`src/rtl/writeback_unit_if.sv`:
```
// writeback_unit_if: writeback bundle (ALU, LSU, issue, decode query, regfile write); slave = writeback_unit, master = core side
interface writeback_unit_if;
  logic        alu_valid;
  logic [4:0]  alu_rd;
  logic [31:0] alu_data;
  logic        lsu_valid;
  logic        lsu_ready;
  logic [4:0]  lsu_rd;
  logic [31:0] lsu_data;
  logic        issue_valid;
  logic [4:0]  issue_rd;
  logic [4:0]  query_rs1;
  logic [4:0]  query_rs2;
  logic        busy1;
  logic        busy2;
  logic        alu_stall;
  logic        wen;
  logic [4:0]  wraddr;
  logic [31:0] wrdata;
  modport master (
    output alu_valid, alu_rd, alu_data, lsu_valid, lsu_rd, lsu_data,
           issue_valid, issue_rd, query_rs1, query_rs2,
    input  lsu_ready, busy1, busy2, alu_stall, wen, wraddr, wrdata
  );
  modport slave (
    input  alu_valid, alu_rd, alu_data, lsu_valid, lsu_rd, lsu_data,
           issue_valid, issue_rd, query_rs1, query_rs2,
    output lsu_ready, busy1, busy2, alu_stall, wen, wraddr, wrdata
  );
endinterface

```
`src/rtl/writeback_unit.sv`:
```
// writeback_unit: arbitrates ALU results and FIFO-buffered long-path results onto one regfile write port, with pending scoreboard; clk/rst (async high) plus writeback_unit_if.slave bus; WB_STARVE_GUARD_EN enables the FIFO starvation guard
module writeback_unit #(
  parameter int FIFO_DEPTH   = 4,
  parameter int STARVE_LIMIT = 8
) (
  input logic clk,
  input logic rst,
  writeback_unit_if.slave bus
);
  localparam int AW = $clog2(FIFO_DEPTH);
  logic [36:0]   mem [FIFO_DEPTH];
  logic [AW-1:0] wptr, rptr;
  logic [AW:0]   count;
  logic [31:0]   pending, pending_next;
  logic          empty, full, push, pop, alu_win, stall;
  assign empty         = count == '0;
  assign full          = count == (AW+1)'(FIFO_DEPTH);
  assign bus.lsu_ready = !full;
  assign push          = bus.lsu_valid && !full && bus.lsu_rd != '0;
  // a stalled or x0 ALU result never wins, so the FIFO head drains that cycle
  assign alu_win       = bus.alu_valid && bus.alu_rd != '0 && !stall;
  assign pop           = !empty && !alu_win;
  assign bus.busy1     = pending[bus.query_rs1];
  assign bus.busy2     = pending[bus.query_rs2];
  assign bus.alu_stall = stall;
  // issue is applied after the pop clear so a same-index set wins
  always_comb begin
    pending_next = pending;
    if (pop) pending_next[mem[rptr][36:32]] = 1'b0;
    if (bus.issue_valid) pending_next[bus.issue_rd] = 1'b1;
    pending_next[0] = 1'b0;
  end
  always_ff @(posedge clk)
    if (push) mem[wptr] <= {bus.lsu_rd, bus.lsu_data};
  always_ff @(posedge clk or posedge rst)
    if (rst) begin
      bus.wen    <= 1'b0;
      bus.wraddr <= '0;
      bus.wrdata <= '0;
      pending    <= '0;
      wptr       <= '0;
      rptr       <= '0;
      count      <= '0;
    end else begin
      bus.wen <= alu_win || pop;
      if (alu_win) {bus.wraddr, bus.wrdata} <= {bus.alu_rd, bus.alu_data};
      else if (pop) {bus.wraddr, bus.wrdata} <= mem[rptr];
      pending <= pending_next;
      if (push) wptr <= wptr + AW'(1);
      if (pop) rptr <= rptr + AW'(1);
      count <= count + (AW+1)'(push) - (AW+1)'(pop);
    end
`ifdef WB_STARVE_GUARD_EN
  logic [7:0] starve, starve_next;
  logic       stall_q;
  assign starve_next = (empty || pop) ? '0 : alu_win ? starve + 8'd1 : starve;
  assign stall       = stall_q;
  always_ff @(posedge clk or posedge rst)
    if (rst) begin
      starve  <= '0;
      stall_q <= 1'b0;
    end else begin
      starve  <= starve_next;
      stall_q <= starve_next == 8'(STARVE_LIMIT);
    end
`else
  assign stall = 1'b0;
`endif
endmodule

```
`src/flat_wrapper.sv`:
```
// flat-port wrapper written by rule: the top's interface ports become plain ports
module writeback_unit_flat 
#(
  parameter int FIFO_DEPTH   = 4,
  parameter int STARVE_LIMIT = 8
)
  (clk, rst, bus_alu_valid, bus_alu_rd, bus_alu_data, bus_lsu_valid, bus_lsu_rd, bus_lsu_data, bus_issue_valid, bus_issue_rd, bus_query_rs1, bus_query_rs2, bus_lsu_ready, bus_busy1, bus_busy2, bus_alu_stall, bus_wen, bus_wraddr, bus_wrdata);
  writeback_unit_if bus_i ();
  input logic clk;
  input logic rst;
  input wire logic [$bits(bus_i.alu_valid)-1:0] bus_alu_valid;
  input wire logic [$bits(bus_i.alu_rd)-1:0] bus_alu_rd;
  input wire logic [$bits(bus_i.alu_data)-1:0] bus_alu_data;
  input wire logic [$bits(bus_i.lsu_valid)-1:0] bus_lsu_valid;
  input wire logic [$bits(bus_i.lsu_rd)-1:0] bus_lsu_rd;
  input wire logic [$bits(bus_i.lsu_data)-1:0] bus_lsu_data;
  input wire logic [$bits(bus_i.issue_valid)-1:0] bus_issue_valid;
  input wire logic [$bits(bus_i.issue_rd)-1:0] bus_issue_rd;
  input wire logic [$bits(bus_i.query_rs1)-1:0] bus_query_rs1;
  input wire logic [$bits(bus_i.query_rs2)-1:0] bus_query_rs2;
  output wire logic [$bits(bus_i.lsu_ready)-1:0] bus_lsu_ready;
  output wire logic [$bits(bus_i.busy1)-1:0] bus_busy1;
  output wire logic [$bits(bus_i.busy2)-1:0] bus_busy2;
  output wire logic [$bits(bus_i.alu_stall)-1:0] bus_alu_stall;
  output wire logic [$bits(bus_i.wen)-1:0] bus_wen;
  output wire logic [$bits(bus_i.wraddr)-1:0] bus_wraddr;
  output wire logic [$bits(bus_i.wrdata)-1:0] bus_wrdata;
  assign bus_i.alu_valid = bus_alu_valid;
  assign bus_i.alu_rd = bus_alu_rd;
  assign bus_i.alu_data = bus_alu_data;
  assign bus_i.lsu_valid = bus_lsu_valid;
  assign bus_i.lsu_rd = bus_lsu_rd;
  assign bus_i.lsu_data = bus_lsu_data;
  assign bus_i.issue_valid = bus_issue_valid;
  assign bus_i.issue_rd = bus_issue_rd;
  assign bus_i.query_rs1 = bus_query_rs1;
  assign bus_i.query_rs2 = bus_query_rs2;
  assign bus_lsu_ready = bus_i.lsu_ready;
  assign bus_busy1 = bus_i.busy1;
  assign bus_busy2 = bus_i.busy2;
  assign bus_alu_stall = bus_i.alu_stall;
  assign bus_wen = bus_i.wen;
  assign bus_wraddr = bus_i.wraddr;
  assign bus_wrdata = bus_i.wrdata;
  writeback_unit #(.FIFO_DEPTH(FIFO_DEPTH), .STARVE_LIMIT(STARVE_LIMIT)) u_core (.clk(clk), .rst(rst), .bus(bus_i));
endmodule
```
`config.mk`:
```
export PLATFORM = sky130hd
export DESIGN_NAME = writeback_unit_flat
export DESIGN_NICKNAME = d
export VERILOG_FILES = /design/src/rtl/writeback_unit_if.sv /design/src/rtl/writeback_unit.sv /design/src/flat_wrapper.sv
export SDC_FILE = /design/constraint.sdc
export NUM_CORES = 1
export LEC_CHECK = 0
export BUFFER_PORTS_ARGS = -buffer_cell sky130_fd_sc_hd__buf_2
export CORE_ASPECT_RATIO = 0.7
export CORE_MARGIN = 2
export CORE_UTILIZATION = 30
export CTS_CLUSTER_DIAMETER = 100
export DETAILED_ROUTE_END_ITERATION = 6
export PLACE_DENSITY = 0.54
export SYNTH_ARGS = -nofsm -noshare
export SYNTH_HDL_FRONTEND = slang
export SYNTH_SLANG_ARGS = --single-unit
```
`constraint.sdc`:
```
create_clock -name clk -period 6.3 [get_ports clk]
set_input_delay 0 -clock clk [delete_from_list [all_inputs] [get_ports clk]]
set_output_delay 0 -clock clk [all_outputs]
set_load 0.01 [all_outputs]
```
* Word level (Yosys, flattened, before mapping)
Memory sizes are Yosys's and may differ from the RTL's.
Cells that the tools add are included.
** Storage, ports and cells
- Memory bits (read-only) :: 0
- Memory bits (writable) :: 148
- Output and inout bits :: 42
- Input port bits :: 94
- Bits in registers :: 76
- Logic and storage cells :: 52
- Bits in latches :: 0
- Memories :: 1
** Memory list
- u_core.mem :: depth 4, bits a word 37, rd ports 1, clocked after memory_dff 0, write ports 1, RTL line writeback_unit.sv:11 : logic [36:0] mem [FIFO_DEPTH];
** Cells by class
- Multiplexer cells :: 16
- Multiply operators :: 0
- Magnitude comparators :: 6
- Add/sub/neg operators :: 4
- Eq/ne operators :: 1
- Bitwise operators :: 3
- Shift-type cells :: 0
- Divide/modulo/power cells :: 0
- Reductions and logical operators :: 14
** Operator list (number)
- 32-bit two-way mux :: 4
- 32-bit AND :: 1
- 32-bit NOT :: 1
- 32-bit OR :: 1
- 5-bit by 6-bit less-than comparator with 1-bit output, second input constant :: 4
- 1-bit binary-select mux with 5-bit select :: 2
- 1-bit demux with 5-bit select :: 2
- 5-bit by 1-bit greater-or-equal comparator with 1-bit output, second input constant :: 2
- 5-bit two-way mux :: 2
- 5-bit nonzero test :: 2
- 1-bit logical AND :: 6
- 1-bit two-way mux :: 6
- 2-bit by 1-bit adder with 2-bit output, second input constant :: 2
- 3-bit by 1-bit adder with 3-bit output :: 1
- 3-bit == test, second input constant :: 1
- 1-bit logical NOT :: 3
- 3-bit logical NOT :: 1
- 3-bit by 1-bit subtractor with 3-bit output :: 1
- 2-bit nonzero test :: 1
- 1-bit logical OR :: 1

* Logic depth before layout (Yosys ltp)
Gate-level depths: netlist of run 1.
An unclocked memory read counts as a cell.
- Depth in word-level cells :: 10
- Depth in mapped cells :: 9
- Gate-level depth less buffers :: 9

* Least setup slack after synthesis of run 1
No wires, ideal clock.
- Kind :: register to register
- From :: reg u_core.count[2]
- To :: reg u_core.count[2]
- Data arrival time :: 2214 ps
- Slack :: 3963 ps
- Data required time :: 6177 ps
- Clock period less this slack :: 2337 ps
- Path buffers :: 0
- Cell stages (with the launch flop) :: 10
- Setup time :: 123 ps
- Path through :: dfrtp_1 -> or3_1 -> nand3_1 -> inv_1 -> ha_1 -> inv_1 -> ha_1 -> fa_1 -> xor2_1 -> xnor2_1
** On the way
- Longest elaborated chain between the ends :: 6
- Elaborated cells between the ends (all ways) :: 9
- Classes of those cells :: add/sub (2); eq/ne (1); reduce/logical (6)
** RTL lines
- start, declared :: RTL line writeback_unit.sv:13 : logic [AW:0] count;
- start signal, assigned :: RTL line writeback_unit.sv:51 : count <= count + (AW+1)'(push) - (AW+1)'(pop);
- 3-bit == test :: RTL line writeback_unit.sv:17 : assign full = count == (AW+1)'(FIFO_DEPTH);
- 1-bit logical NOT :: RTL line writeback_unit.sv:19 : assign push = bus.lsu_valid && !full && bus.lsu_rd != '0;
- 1-bit logical AND (2 in a row) :: RTL line writeback_unit.sv:19
- 3-bit by 1-bit adder with 3-bit output :: RTL line writeback_unit.sv:51
- 3-bit by 1-bit subtractor with 3-bit output * :: RTL line writeback_unit.sv:51
Every way passes the cells marked *; elsewhere a longest branch is shown, timed or not.
A chain may end at the register's enable or synchronous reset.

* Worst setup path in the final report of run 1
- From :: reg u_core.rptr[0]
- To :: reg u_core.pending[28]
** On the way
- Longest elaborated chain between the ends :: 10
- Elaborated cells between the ends (all ways) :: 11
- Classes of those cells :: order compare (2); mux (4); bitwise (3); reduce/logical (1); memory (1)
** RTL lines
- start, declared :: RTL line writeback_unit.sv:12 : logic [AW-1:0] wptr, rptr;
- start signal, assigned :: RTL line writeback_unit.sv:50 : if (pop) rptr <= rptr + AW'(1);
- memory 4 x 37 bit *
- 5-bit by 6-bit less-than comparator with 1-bit output (implied by the code) / 5-bit by 1-bit greater-or-equal comparator with 1-bit output (equally long branches) :: RTL line writeback_unit.sv:29 : if (pop) pending_next[mem[rptr][36:32]] = 1'b0;
- 1-bit logical AND (implied by the code) :: RTL line writeback_unit.sv:29
- 1-bit two-way mux (implied by the code) :: RTL line writeback_unit.sv:29
- 1-bit demux with 5-bit select *
- 32-bit NOT (no line) *
- 32-bit AND (no line) *
- 32-bit two-way mux * :: RTL line writeback_unit.sv:29
- 32-bit OR (no line)
- 32-bit two-way mux * :: RTL line writeback_unit.sv:30 : if (bus.issue_valid) pending_next[bus.issue_rd] = 1'b1;
- net u_core.pending_next[28] :: RTL line writeback_unit.sv:14 : logic [31:0] pending, pending_next;
- end signal, assigned :: RTL line writeback_unit.sv:48 : pending <= pending_next;
- end, declared :: RTL line writeback_unit.sv:14
The timed path passes the listed nets; every way through them passes the cells marked *.

==> key figures, run 1 <==
Outcome
  • Status: finished, final reports clean

Critical path
  • R2R cell count: 6
  • Delay of the slowest cell on the worst path: 0.68 ns
  • Critical Path, Cell by Cell: buf_4 > mux4_2 > nand3_1 > o41ai_1 > o21ai_0 > dlygate4sd3_1
  • Reg2Reg Setup Slack: 3.24 ns
  • Arr. time, crit path: 3.46 ns
  • Critical Path End: u_core.pending[28]
  • CP startpoint: u_core.rptr[0]
  • Critical path launch point type: register
  • Reg2Reg Capture Point: u_core.pending[28]
  • R2r startpoint: u_core.rptr[0]
  • Crit path required time: 6.70 ns
  • CP Class: reg2reg
  • CP max-delay cell: dfrtp_2
  • Crit. End Element: register
  • Max Fanout on Critical Path: 25

Die
  • Effective utilization at floorplan: 30.59%
  • Die ar.: 33360 sq um
  • Core Area: 31280 sq um
  • Num ports: 136
  • Die Height: 153.4 um
  • Site Rows: 54
  • Die width: 217.5 um

Timing
  • Setup TNS Final: 0 ns
  • Clock skew: 0.01776 ns
  • Slew HR: 25.99%
  • Worst slew pin tran: 1.102 ns
  • Number of hold violations in the final report: 0
  • Maximum clock rate: 326.6 MHz
  • Fin crit period: 3.062 ns
  • Final setup fails: 0
  • WHS: 0.003928 ns
  • Fin crit share: 48.60%
  • Max Slew Vio Count: 0
  • RSZ-0062 raised after global routing: no

Synth
  • Cell Area, Synth: 9569 sq um
  • Ys async rst share: 33.93%
  • Cell variety after synth: 44
  • Post-synth top area share: 46.44%
  • Top post-synthesis cells by area: edfxtp_1 (46%), dfrtp_1 (20%), mux4_2 (12%)
  • Post-synthesis simple-gate area fraction: 8.394%
  • Syn Nets: 720
  • Complex-gate fraction of the synthesized area: 5.479%
  • Mux cell area share after synthesis: 16.24%
  • Top_reg_cell synth: edfxtp_1
  • Post-Synthesis Cells: 619
  • Seq/Total Area, Yosys: 66.32%
  • Number of synthesized flops with an enable pin: 148
  • Fraction of the mapped netlist area in adder cells: 0.9937%
  • XOR/XNOR share of the synthesized area: 0.4576%
  • Synthesized flop and latch total: 224
  • Main combinational cell family by area after synthesis: multiplexers
  • Syn avg cell area: 15.46 sq um
  • YS warnings: 0
  • Synth area leader: edfxtp_1

Drt
  • DRT Pass-1 Iters: 5
  • WL/cell: 18.19 um
  • Final wirelength: 23.27 mm
  • Via count: 6063
  • Via density: 4.740
  • DR iter-0 viols: 397
  • Remaining DRCs: 0
  • Antenna Nets Post-Route: 0

Global route
  • Vias in the first global route: 6218
  • Grt ovf: 0
  • First-pass GRT wire length: 36.75 mm
  • Largest net degree at the start of global routing: 69
  • Initial antenna violation count: 0
  • GRT Overall Usage: 14.22%

CTS
  • Max H-tree Level: 1
  • Post-CTS Setup Inserts: 0
  • TritonCTS Buffers: 24
  • Clk_lat worst skew: 0.52 ns
  • Clk buf depth: 3
  • Clk pin slew, worst setup/hold paths: 0.06 ns
  • Hold buffer count at CTS: 91
  • Post-cts sizing count: 0
  • Root Buffer: clkbuf_16
  • CTS tree: done
  • CTS Sinks: 224

Layout
  • Synth-to-layout area growth: 29.32%
  • Layout cells sized above 1: 28.87%
  • Design area: 12370 sq um
  • Nets@finish: 942
  • Ant diodes: 0

Power and ir drop
  • Cell leakage power: 4.756 nW
  • Maximum vdd drop: 0.1571 mV
  • Final Power: 5.262 mW
  • Cell area power density: 425.2 nW/um^2

Place
  • Port Buffers: 134
  • Placement Cell Area: 10670 sq um
  • Final HPWL DP: 14.30 mm
  • RD Place Congestion: 0.7464

Worst hold path
  • Hold WC Path Type: in2async

Run
  • Max-Cap Viols: 0
## how the worst min path moves through the flow
stage	end	slack (ns)	depth (start not counted)
4_1_cts	u_core.bus.wrdata[31]	0.002	3
5_1_grt	u_core.bus.wrdata[31]	0.03	3
2_1_floorplan	u_core.mem[0][0]	0.1	0
3_3_place_gp	u_core.bus.wrdata[31]	0.01	2
3_5_place_dp	u_core.bus.wrdata[31]	0.02	2
6_report	u_core.bus.wrdata[30]	0.004	3
## state kept, by name, summed over array words and instances (netlist names)
| signal | cells |
|---|---|
| u_core.bus.wen | 1 |
| u_core.bus.wraddr | 5 |
| u_core.bus.wrdata | 32 |
| u_core.count | 3 |
| u_core.mem | 148 |
| u_core.pending | 31 |
| u_core.rptr | 2 |
| u_core.wptr | 2 |
## report_power, final
| group | leakage [nW] | switching, mW | total [mW] | internal (mW) |
|---|---|---|---|---|
| Combinational | 2.13 | 0.829 | 1.60 | 0.775 |
| Sequential | 2.24 | 0.252 | 2.25 | 2.00 |
| Clock | 0.395 | 0.583 | 1.41 | 0.824 |
## layout by cell type (no fill, tap or decap), types with 8 or more instances in the layout
master / count
clkbuf_16: 25
buf_2: 134
mux2i_1: 36
dlygate4sd3_1: 91
a21oi_1: 50
mux4_2: 51
nor2_1: 88
clkinv_2: 8
nand3_1: 8
nand3b_1: 12
inv_1: 9
dfrtp_1: 74
nor3_1: 13
o32a_1: 9
edfxtp_1: 148
o21ai_0: 11
## cell type report
type / instances / area, sq um
clock buffer: 33 / 705.7
clock inverter: 11 / 85.08
fill: 2899 / 18910
inverter: 10 / 38.79
multi-input combinational: 350 / 3044
sequential: 224 / 6349
tap: 420 / 525.5
timing repair buffer: 231 / 1627
## logic make-up after synthesis
family	count (synthesis)
adder cells (fa/ha/maj)	7
AO/OA/AOI/OAI	86
flip-flops	224
buffers and inverters	45
AND/OR/NAND/NOR	160
XOR/XNOR	5
other	1
multiplexers	91
## critical path, delay by kind of cell, from the launching register on
family | cells | cell delay [ns]
AOI/OAI and AO/OA | 2 | 0.40
buffers and inverters | 2 | 1.15
DFF | 1 | 0.68
muxes | 1 | 0.59
and+or+nand+nor | 1 | 0.12
## Yosys cell counts (4+ instances only)
library cell,instances
a21oi_1,50
a31oi_1,4
and2_1,4
buf_2,15
clkbuf_1,15
dfrtp_1,76
edfxtp_1,148
ha_1,6
inv_1,10
mux2_2,4
mux2i_1,36
mux4_2,51
nand3_1,8
nand3b_1,12
nand4_1,4
nor2_1,88
nor2b_1,5
nor3_1,13
nor3b_1,4
o21ai_0,11
o32a_1,9
or3b_2,4
xnor2_1,4
## metal layers
metal	routed length, um	up-vias	track usage (%)
met5	0	-	0
met4	401	0	2.805
met3	1115	27	2.726
met2	10260	139	22.07
met1	11500	3049	20.80
li1	-	2848	-
## through the flow
step	instances	utilization (%)	setup WS [ns]
4_1_cts	1279	39.56	3.131
2_1_floorplan	619	-	3.963
3_3_place_gp	1144	34.12	3.290
5_1_grt	1279	39.56	2.903
3_5_place_dp	1144	34.12	3.264
6_report	1279	39.56	3.238
(Power assumes the default switching activity.)
==> inputs of run 2 (changes only) <==
Clock period 6.3 ns to 3.1 ns, I/O delays scaled along.
==> run 2 against run 1 <==
  * Hold slack gained 0.018 ns
  * Largest power group unchanged
  * Clock power grew 130%
  * Power grew 110%
  * Critical path type unchanged
  * Via count grew 1.2%
  * Sequential share of layout area shrank 0.77 points
  * Setup slack lost 2.6 ns
  * Non-clock buffer count grew 8
  * Final cell count grew 0.70%
  * Sequential cell count is the same
  * Critical path depth shrank 1
  * Highest routed layer unchanged
==> key figures, run 2 (synthesis gave the netlist of run 1 again) <==
Timing
  • RSZ-0062 raised after global routing: no
  • Max Slew Vio Count: 0
  • Fin crit period: 2.482 ns
  • Fin worst setup slack: 0.6177 ns
  • Number of hold violations in the final report: 0
  • Clock skew: 0.008313 ns
  • Maximum clock rate: 402.9 MHz
  • Fin crit share: 80.07%
  • WHS: 0.02157 ns
  • Slew HR: 49.92%
  • Setup TNS Final: 0 ns
  • Worst slew pin tran: 0.7512 ns
  • Final setup fails: 0

Global route
  • Vias in the first global route: 6247
  • Grt ovf: 0
  • First-pass GRT wire length: 37.19 mm
  • Initial antenna violation count: 1
  • Largest net degree at the start of global routing: 41
  • GRT Overall Usage: 14.45%

Layout
  • Synth-to-layout area growth: 31.28%
  • Nets@finish: 950
  • Most frequent cells in the layout: edfxtp_1 (148), buf_2 (134), nor2_1 (88), dlygate4sd3_1 (88), dfrtp_1 (74)
  • Design area: 12560 sq um
  • Layout cells sized above 1: 29.87%
  • Largest regs: u_core.mem: 148 flops, u_core.bus.wrdata: 32 flops, u_core.pending: 31 flops
  • Largest register FFs: 148
  • Top reg by flops: u_core.mem
  • Final core utilization: 40.16%
  • Commonest non-fill, non-tap cell in the layout: edfxtp_1
  • Non-Filler Instances: 1288
  • Filler cells: 2911

Critical path
  • Critical path launch point type: register
  • Crit path required time: 3.50 ns
  • Crit path buf inv count: 2
  • Max Fanout on Critical Path: 38
  • Critical Path, Cell by Cell: or3_2 > buf_4 > mux2_2 > a22o_1 > dlygate4sd3_1
  • Crit. End Element: register
  • Delay of the slowest cell on the worst path: 0.54 ns
  • Arr. time, crit path: 2.89 ns
  • CP max-delay cell: dlygate4sd3_1
  • Reg2Reg Setup Slack: 0.62 ns
  • CP Class: reg2reg
  • Top Family by Delay on Critical Path: buffers and inverters

CTS
  • CTS Sinks: 224
  • Clk pin slew, worst setup/hold paths: 0.06 ns
  • Clk buf depth: 3
  • Max H-tree Level: 1
  • CTS tree: done
  • Clk_lat worst skew: 0.52 ns
  • TritonCTS Buffers: 24
  • Root Buffer: clkbuf_16
  • Post-cts sizing count: 0
  • Post-CTS Setup Inserts: 0
  • Hold buffer count at CTS: 88

Place
  • Port Buffers: 134
  • RD Place Congestion: 0.7841
  • Final HPWL DP: 15.68 mm
  • Placed cells: 1155
  • DP Worst Slack: 0.6797 ns
  • Placement Cell Area: 10780 sq um

Die
  • Core Area: 31280 sq um
  • Die ar.: 33360 sq um
  • Num ports: 136
  • Die Height: 153.4 um
  • Die width: 217.5 um
  • Effective utilization at floorplan: 30.59%
  • Site Rows: 54

Drt
  • Via count: 6133
  • Remaining DRCs: 0
  • WL/cell: 18.39 um
  • Final wirelength: 23.69 mm
  • DRT Pass-1 Iters: 5
  • DR iter-0 viols: 416
  • Via density: 4.762
  • Antenna Nets Post-Route: 0

Power and ir drop
  • Cell area power density: 889.2 nW/um^2
  • Maximum vdd drop: 0.4033 mV
  • Final Power: 11.17 mW
  • Cell leakage power: 4.842 nW

Run
  • Max-Cap Viols: 0

Worst hold path
  • Hold WC Path Type: in2reg

Outcome
  • Status: finished, final reports clean
## run 2: area by class of cell
class / count / area [sq um] / area share, %
sequential: 224 / 6349 / 50.54
multi-input combinational: 350 / 3044 / 24.23
timing repair buffer: 239 / 1704 / 13.57
clock buffer: 29 / 660.6 / 5.259
tap: 420 / 525.5 / 4.183
clock inverter: 15 / 237.7 / 1.892
inverter: 10 / 38.79 / 0.3088
antenna: 1 / 2.502 / 0.01992
## run 2: final timing paths
path | end | cells after the start | startpoint
worst min register to register | u_core.count[2] | 1 | u_core.count[2]
worst max register to register | u_core.bus.wraddr[0] | 5 | u_core.count[2]
worst min-delay path | u_core.pending[1] | 5 | bus_issue_rd[3]
min in group asynchronous | u_core.bus.wrdata[31] | 3 | rst
worst max-delay path | u_core.bus.wraddr[0] | 5 | u_core.count[2]
max in group asynchronous | u_core.bus.wrdata[12] | 4 | rst
## run 2: where the power goes
| group | switching (mW) | internal, mW |
|---|---|---|
| registers | 0.472 | 4.06 |
| clock network | 1.18 | 2.02 |
| logic | 1.80 | 1.63 |
| total | 3.46 | 7.71 |
## run 2: metal layers
layer / track usage [%] / vias to the layer above / routed length [um]
met5: 0 / - / 0
met4: 3.555 / 0 / 478
met3: 2.428 / 28 / 1089
met2: 21.41 / 163 / 10200
met1: 21.97 / 3074 / 11920
li1: - / 2868 / -
## run 2: worst register-to-register path, cell delays in order (launching register included)
cell and delay [ns]:
dfrtp_1 0.40, or3_2 0.50, buf_4 0.36, mux2_2 0.38
a22o_1 0.19, dlygate4sd3_1 0.54
